==> config.mk <==
export PLATFORM = sky130hd
export DESIGN_NAME = sync_fifo
export DESIGN_NICKNAME = d
export VERILOG_FILES = /design/src/rtl/fifo_pkg.sv /design/src/rtl/fifo_mem.sv /design/src/rtl/sync_fifo.sv
export SDC_FILE = /design/constraint.sdc
export NUM_CORES = 1
export LEC_CHECK = 0
export BUFFER_PORTS_ARGS = -buffer_cell sky130_fd_sc_hd__buf_2
export CAP_MARGIN = 30
export CORE_MARGIN = 3
export CORE_UTILIZATION = 25
export CTS_CLUSTER_DIAMETER = 120
export CTS_CLUSTER_SIZE = 24
export DETAILED_ROUTE_END_ITERATION = 7
export HOLD_SLACK_MARGIN = 0.15
export PLACE_DENSITY_LB_ADDON = 0.15
export SKIP_LAST_GASP = 1
export SLEW_MARGIN = 20
export SYNTH_ARGS = -nofsm -noshare
export SYNTH_HDL_FRONTEND = slang
export SYNTH_SLANG_ARGS = --single-unit
==> constraint.sdc <==
create_clock -name clk -period 3.4 [get_ports clk]
set_input_delay 0.85 -clock clk [delete_from_list [all_inputs] [get_ports clk]]
set_output_delay 0.85 -clock clk [all_outputs]
set_load 0.01 [all_outputs]
==> src/rtl/fifo_pkg.sv <==
// fifo_pkg: shared types and sizing helpers for the synchronous FIFO.
//   fifo_cmd_e     - operation accepted in a given cycle
//   ptr_width()    - pointer width: one extra wrap bit above the address bits
//   count_width()  - occupancy width, able to hold 0..DEPTH
//   DATA_WIDTH_DEF / DEPTH_DEF - default geometry
package fifo_pkg;

   localparam int DATA_WIDTH_DEF = 8;
   localparam int DEPTH_DEF      = 16;

   typedef enum logic [1:0] {
      IDLE     = 2'd0,
      PUSH     = 2'd1,
      POP      = 2'd2,
      PUSH_POP = 2'd3
   } fifo_cmd_e;

   function automatic int ptr_width(input int depth);
      return $clog2(depth) + 1;
   endfunction

   function automatic int count_width(input int depth);
      return $clog2(depth) + 1;
   endfunction

endpackage

==> src/rtl/fifo_mem.sv <==
// fifo_mem: 1-write / 1-read register array with a registered read port.
// Ports:
//   clk    - clock
//   we     - write enable; wdata is stored at waddr on posedge
//   waddr  - write address
//   wdata  - write data
//   re     - read enable; rdata loads mem[raddr] on posedge, else holds
//   raddr  - read address
//   rdata  - registered read data
// Contents are deliberately not reset so the array maps onto block RAM.
// A same-edge read and write to one address returns the old contents.
module fifo_mem #(
   parameter int DATA_WIDTH = 8,
   parameter int DEPTH      = 16,
   parameter int ADDR_WIDTH = $clog2(DEPTH)
) (
   input  logic                  clk,
   input  logic                  we,
   input  logic [ADDR_WIDTH-1:0] waddr,
   input  logic [DATA_WIDTH-1:0] wdata,
   input  logic                  re,
   input  logic [ADDR_WIDTH-1:0] raddr,
   output logic [DATA_WIDTH-1:0] rdata
);

   logic [DATA_WIDTH-1:0] mem [DEPTH];

   always_ff @(posedge clk) begin
      if (we) begin
         mem[waddr] <= wdata;
      end
      if (re) begin
         rdata <= mem[raddr];
      end
   end

endmodule

==> src/rtl/sync_fifo.sv <==
// sync_fifo: single-clock FIFO with registered read data and registered flags.
// Ports:
//   clk, rst_n   - clock, asynchronous active-low reset
//   wr, data     - write request and data
//   rd           - read request; q updates on the accepting edge
//   q            - registered read data (0 after reset until the first read)
//   full, mty    - occupancy == DEPTH / == 0
//   almost_full  - count >= AF_LEVEL
//   almost_mty   - count <= AE_LEVEL
//   count        - occupancy 0..DEPTH
//   ovf, udf     - one-cycle pulses for a dropped write / rejected read
module sync_fifo
   import fifo_pkg::*;
#(
   parameter int DATA_WIDTH = DATA_WIDTH_DEF,
   parameter int DEPTH      = DEPTH_DEF,
   parameter int AF_LEVEL   = 14,
   parameter int AE_LEVEL   = 2
) (
   input  logic                          clk,
   input  logic                          rst_n,
   input  logic                          wr,
   input  logic [DATA_WIDTH-1:0]         data,
   input  logic                          rd,
   output logic [DATA_WIDTH-1:0]         q,
   output logic                          full,
   output logic                          mty,
   output logic                          almost_full,
   output logic                          almost_mty,
   output logic [count_width(DEPTH)-1:0] count,
   output logic                          ovf,
   output logic                          udf
);

   localparam int PW = ptr_width(DEPTH);
   localparam int CW = count_width(DEPTH);
   localparam int AW = PW - 1;

   logic [PW-1:0] wr_ptr_reg, wr_ptr_next;
   logic [PW-1:0] rd_ptr_reg, rd_ptr_next;
   logic [CW-1:0] count_reg, count_next;
   logic          full_reg, mty_reg, af_reg, ae_reg, ovf_reg, udf_reg;
   logic          q_valid_reg;
   logic          wr_ok, rd_ok;
   logic [DATA_WIDTH-1:0] mem_rdata;
   fifo_cmd_e     cmd;

   // A read frees a slot on the same edge, so a full FIFO still accepts a
   // write paired with a read. An empty FIFO never forwards write data.
   assign wr_ok = wr && (!full_reg || rd);
   assign rd_ok = rd && !mty_reg;

   always_comb begin
      cmd = IDLE;
      case ({wr_ok, rd_ok})
         2'b10:   cmd = PUSH;
         2'b01:   cmd = POP;
         2'b11:   cmd = PUSH_POP;
         default: cmd = IDLE;
      endcase
   end

   always_comb begin
      wr_ptr_next = wr_ptr_reg;
      rd_ptr_next = rd_ptr_reg;
      case (cmd)
         PUSH:     wr_ptr_next = wr_ptr_reg + 1'b1;
         POP:      rd_ptr_next = rd_ptr_reg + 1'b1;
         PUSH_POP: begin
            wr_ptr_next = wr_ptr_reg + 1'b1;
            rd_ptr_next = rd_ptr_reg + 1'b1;
         end
         default: ;
      endcase
      count_next = CW'(wr_ptr_next - rd_ptr_next);
   end

   // Flags are computed from the next pointers so they change on the same
   // edge as the pointers themselves.
   always_ff @(posedge clk or negedge rst_n) begin
      if (!rst_n) begin
         wr_ptr_reg  <= '0;
         rd_ptr_reg  <= '0;
         count_reg   <= '0;
         full_reg    <= 1'b0;
         mty_reg     <= 1'b1;
         af_reg      <= 1'b0;
         ae_reg      <= 1'b1;
         ovf_reg     <= 1'b0;
         udf_reg     <= 1'b0;
         q_valid_reg <= 1'b0;
      end else begin
         wr_ptr_reg  <= wr_ptr_next;
         rd_ptr_reg  <= rd_ptr_next;
         count_reg   <= count_next;
         full_reg    <= (wr_ptr_next[PW-1] != rd_ptr_next[PW-1]) &&
                        (wr_ptr_next[AW-1:0] == rd_ptr_next[AW-1:0]);
         mty_reg     <= (wr_ptr_next == rd_ptr_next);
         af_reg      <= (count_next >= CW'(AF_LEVEL));
         ae_reg      <= (count_next <= CW'(AE_LEVEL));
         ovf_reg     <= wr && full_reg && !rd;
         udf_reg     <= rd && mty_reg;
         q_valid_reg <= q_valid_reg || rd_ok;
      end
   end

   fifo_mem #(
      .DATA_WIDTH (DATA_WIDTH),
      .DEPTH      (DEPTH),
      .ADDR_WIDTH (AW)
   ) u_mem (
      .clk   (clk),
      .we    (wr_ok),
      .waddr (wr_ptr_reg[AW-1:0]),
      .wdata (data),
      .re    (rd_ok),
      .raddr (rd_ptr_reg[AW-1:0]),
      .rdata (mem_rdata)
   );

   // The memory read register has no reset; q is forced to 0 until a read
   // has been accepted since the last reset, which makes reset take effect
   // on q immediately.
   assign q           = q_valid_reg ? mem_rdata : '0;
   assign full        = full_reg;
   assign mty         = mty_reg;
   assign almost_full = af_reg;
   assign almost_mty  = ae_reg;
   assign count       = count_reg;
   assign ovf         = ovf_reg;
   assign udf         = udf_reg;

endmodule

==> metrics.txt <==
Die Footprint approximately 27000 sq um; Async SR Flop Fraction 13.9%; synthesized area per cell 20.8 sq um; Wirelength per Cell 19.6 microns; initial antenna violation count 0; maximum clock insertion buffer count 2; max cap viols 0; Synth top area share 64.5%; TritonRoute pass-1 iters 6; Slew headroom a little under three fifths; Post-Syn Instances 304; total CTS buffers 17; setup bufs post-CTS 0; Routed WL 13.6 mm; CP Class in2reg; # hold bufs at CTS 0; vias in the first global route 3103; CP Capture Type register; Largest Register u_mem.mem; Placeable Area 24600 sq um; total track usage 10.7%; initial core utilization about 26%; TNS Setup 0 ps; Cell Area, Synth around 6300 sq um; fillers between 2000 and 2500; Gate power share between 30% and 40%; Congestion Overflow GR 0; met2 Use GR 16.5%; CP startpoint kind primary input; first-pass GRT wire length 20.5 mm; fmax 361 MHz; Sequential Power Share approximately two fifths; DR vias/cell 4.24; top post-synthesis cells by area edfxtp_1, mux4_2, dfrtp_1; remaining antenna violation count 0; max reg flops 128; #FFs+latches synth 158; Most common cell on crit path o21ai_0; largest registers u_mem.mem: 128 flops, u_mem.rdata: 8 flops; IO buf count 30; status finished clean; clk slew on worst S/H paths 60 ps; layout cells sized above 1 between 30% and 40%; CTS H-Tree Depth 4; Top Ports 31; ANT cells 0; PwrDens 916 nW/um^2; met3 usage 2.72%; P_leak 2.60 nW; Final min period 2770 ps; R2R Setup Slk 830 ps; TritonCTS clock tree yes; crit-path max FO 7; Vias 2954; Design Area, Final 7540 sq um; Residual DRC 0; RD Place Congestion 0.741; Sw Ratio 32.2%; slowest stage cell on the critical path o21ai_0; HP Class in2async; Ys Warns 0; Layout Area Growth over Synthesis 19.2%; Peak VDD IR 0.348 mV; Largest stage delay, worst path around 350 ps; GRT Max-Usage Layer met2; Die H 165 microns; pin slew with the least headroom to its limit 650 ps; reg2reg end almost_mty; Net Sw Power 2.22 mW; Final Hold Vio Count 0; cell row count 57; post-synth top area cell edfxtp_1; clock skew approximately 10 ps; Clock power frac 27.5%; placed inst area 6960 sq um; sequential share of the synthesized area 73.3%; die extent in x 165 microns; R2R depth 11; RSZ-0062 raised after global routing false; root buf cell clkbuf_16; final period utilization 81.5%; library cells used by synthesis 41; Post-synth top flop edfxtp_1; met1 usage 14.9%; Final Max Tran Viols 0; EDFF count, synth 136; r2r startpoint wr_ptr_reg[0]; First DRT Iteration DRCs 267; HPWL Detailed ~8.7 mm; CP Cell Sequence buf_2, nand2b_4, and2_1, o21ai_0, xnor2_1, ha_1, o21ai_0, nand2b_1, a21oi_1, xor2_2, a2111oi_2; Syn Nets 326; CTS resizes 0; # setup viols final 0; final net count approximately 380; CP Data Arrival Time 3080 ps; largest net degree at the start of global routing 35; Req. time, crit path around 3700 ps; clk_lat worst skew roughly 420 ps; clock sink count 158; Internal roughly 4.7 mW
cell type report:
class	instances	area (sq um)	share of cell area, %
Sequential cell	158	4640	61.5
Multi-Input combinational cell	123	1580	21.0
Clock buffer	18	429	5.69
Tap cell	324	405	5.37
Timing Repair Buffer	50	300	3.98
Clock inverter	14	155	2.06
Inverter	9	33.8	0.448
Yosys cell counts (2+ instances only):
cell type    n
xor2_1       2
buf_4        2
mux4_2      40
clkbuf_1     5
inv_1        9
xnor2_1      7
and2_1      10
o21ai_0      3
ha_1        10
nand2_1      4
dfrtp_1     20
xor2_2       3
nand2b_1     2
nand2_4      2
dfstp_2      2
buf_2        6
nor3_1       4
and3_1       2
edfxtp_1   136
nor2_1      14
how the worst max path moves through the flow:
| stage | startpoint | to | slack (ps) | cells after the start |
|---|---|---|---|---|
| floorplan | rd | almost_mty | 550 | 11 |
| global placement | rd | almost_mty | 290 | 11 |
| detailed placement | rd | almost_mty | 190 | 11 |
| CTS | rd | almost_mty | 620 | 11 |
| global route | rd | almost_mty | 430 | 11 |
| finish | rd | almost_mty | 630 | 11 |
power by group through the flow:
stage	sequential (mW)	clock [mW]	combinational [mW]
finish	2.66	1.90	2.34
global route	2.70	2.03	2.59
CTS	2.67	1.95	2.41
detailed placement	2.71	0	2.40
global placement	2.70	0	2.41
floorplan	2.65	0	1.73
layer usage:
layer	wire (microns)	part of all wire, %	vias to the layer above
li1	-	-	1308
met1	6340	46	1580
met2	6660	49	56
met3	479	3.5	10
met4	159	1.2	0
met5	0	0	-
cell usage in the layout (no fill, tap or decap), types with 2 or more instances in the layout:
master / count
inv_1: 9
xnor2_1: 7
mux4_2: 40
clkbuf_16: 17
nor2_1: 14
inv_6: 6
dfrtp_1: 19
o21ai_0: 3
dfstp_2: 2
and3_1: 2
xor2_2: 3
nor3_1: 4
clkinvlp_4: 3
xor2_1: 2
ha_1: 10
nand2_1: 4
nand2b_1: 2
nand2_4: 2
buf_2: 30
bufinv_16: 2
and2_1: 10
edfxtp_1: 136
buf_4: 20
kinds of logic (layout without fill, tap and decap cells):
family | count (synthesis) | in the layout | synth area share, %
buffers and inverters | 23 | 91 | 1.72
DFF | 158 | 158 | 73.3
adders and majority gates | 10 | 10 | 1.98
AOI/OAI and AO/OA | 8 | 8 | 0.949
and+or+nand+nor | 49 | 49 | 4.61
muxes | 41 | 41 | 14.4
xor gates and xnor gates | 15 | 15 | 3.07
critical path: cells and delay by family:
kind / cells / cell delay, ps
buf+inv: 1 / 120
fa+ha+maj: 1 / 230
simple gates: 3 / 490
compound gates: 4 / 1080
xor+xnor: 2 / 290
through the flow:
step	power [mW]	util [%]	worst slack (ps)	hold WS [ps]	cells
2_1_floorplan	4.38	-	554	498	304
4_1_cts	7.03	30.7	622	404	696
3_3_place_gp	5.11	28.3	290	482	664
5_1_grt	7.32	30.7	428	423	696
3_5_place_dp	5.11	28.3	191	481	664
6_report	6.91	30.7	628	399	696
(Power assumes the default switching activity.)
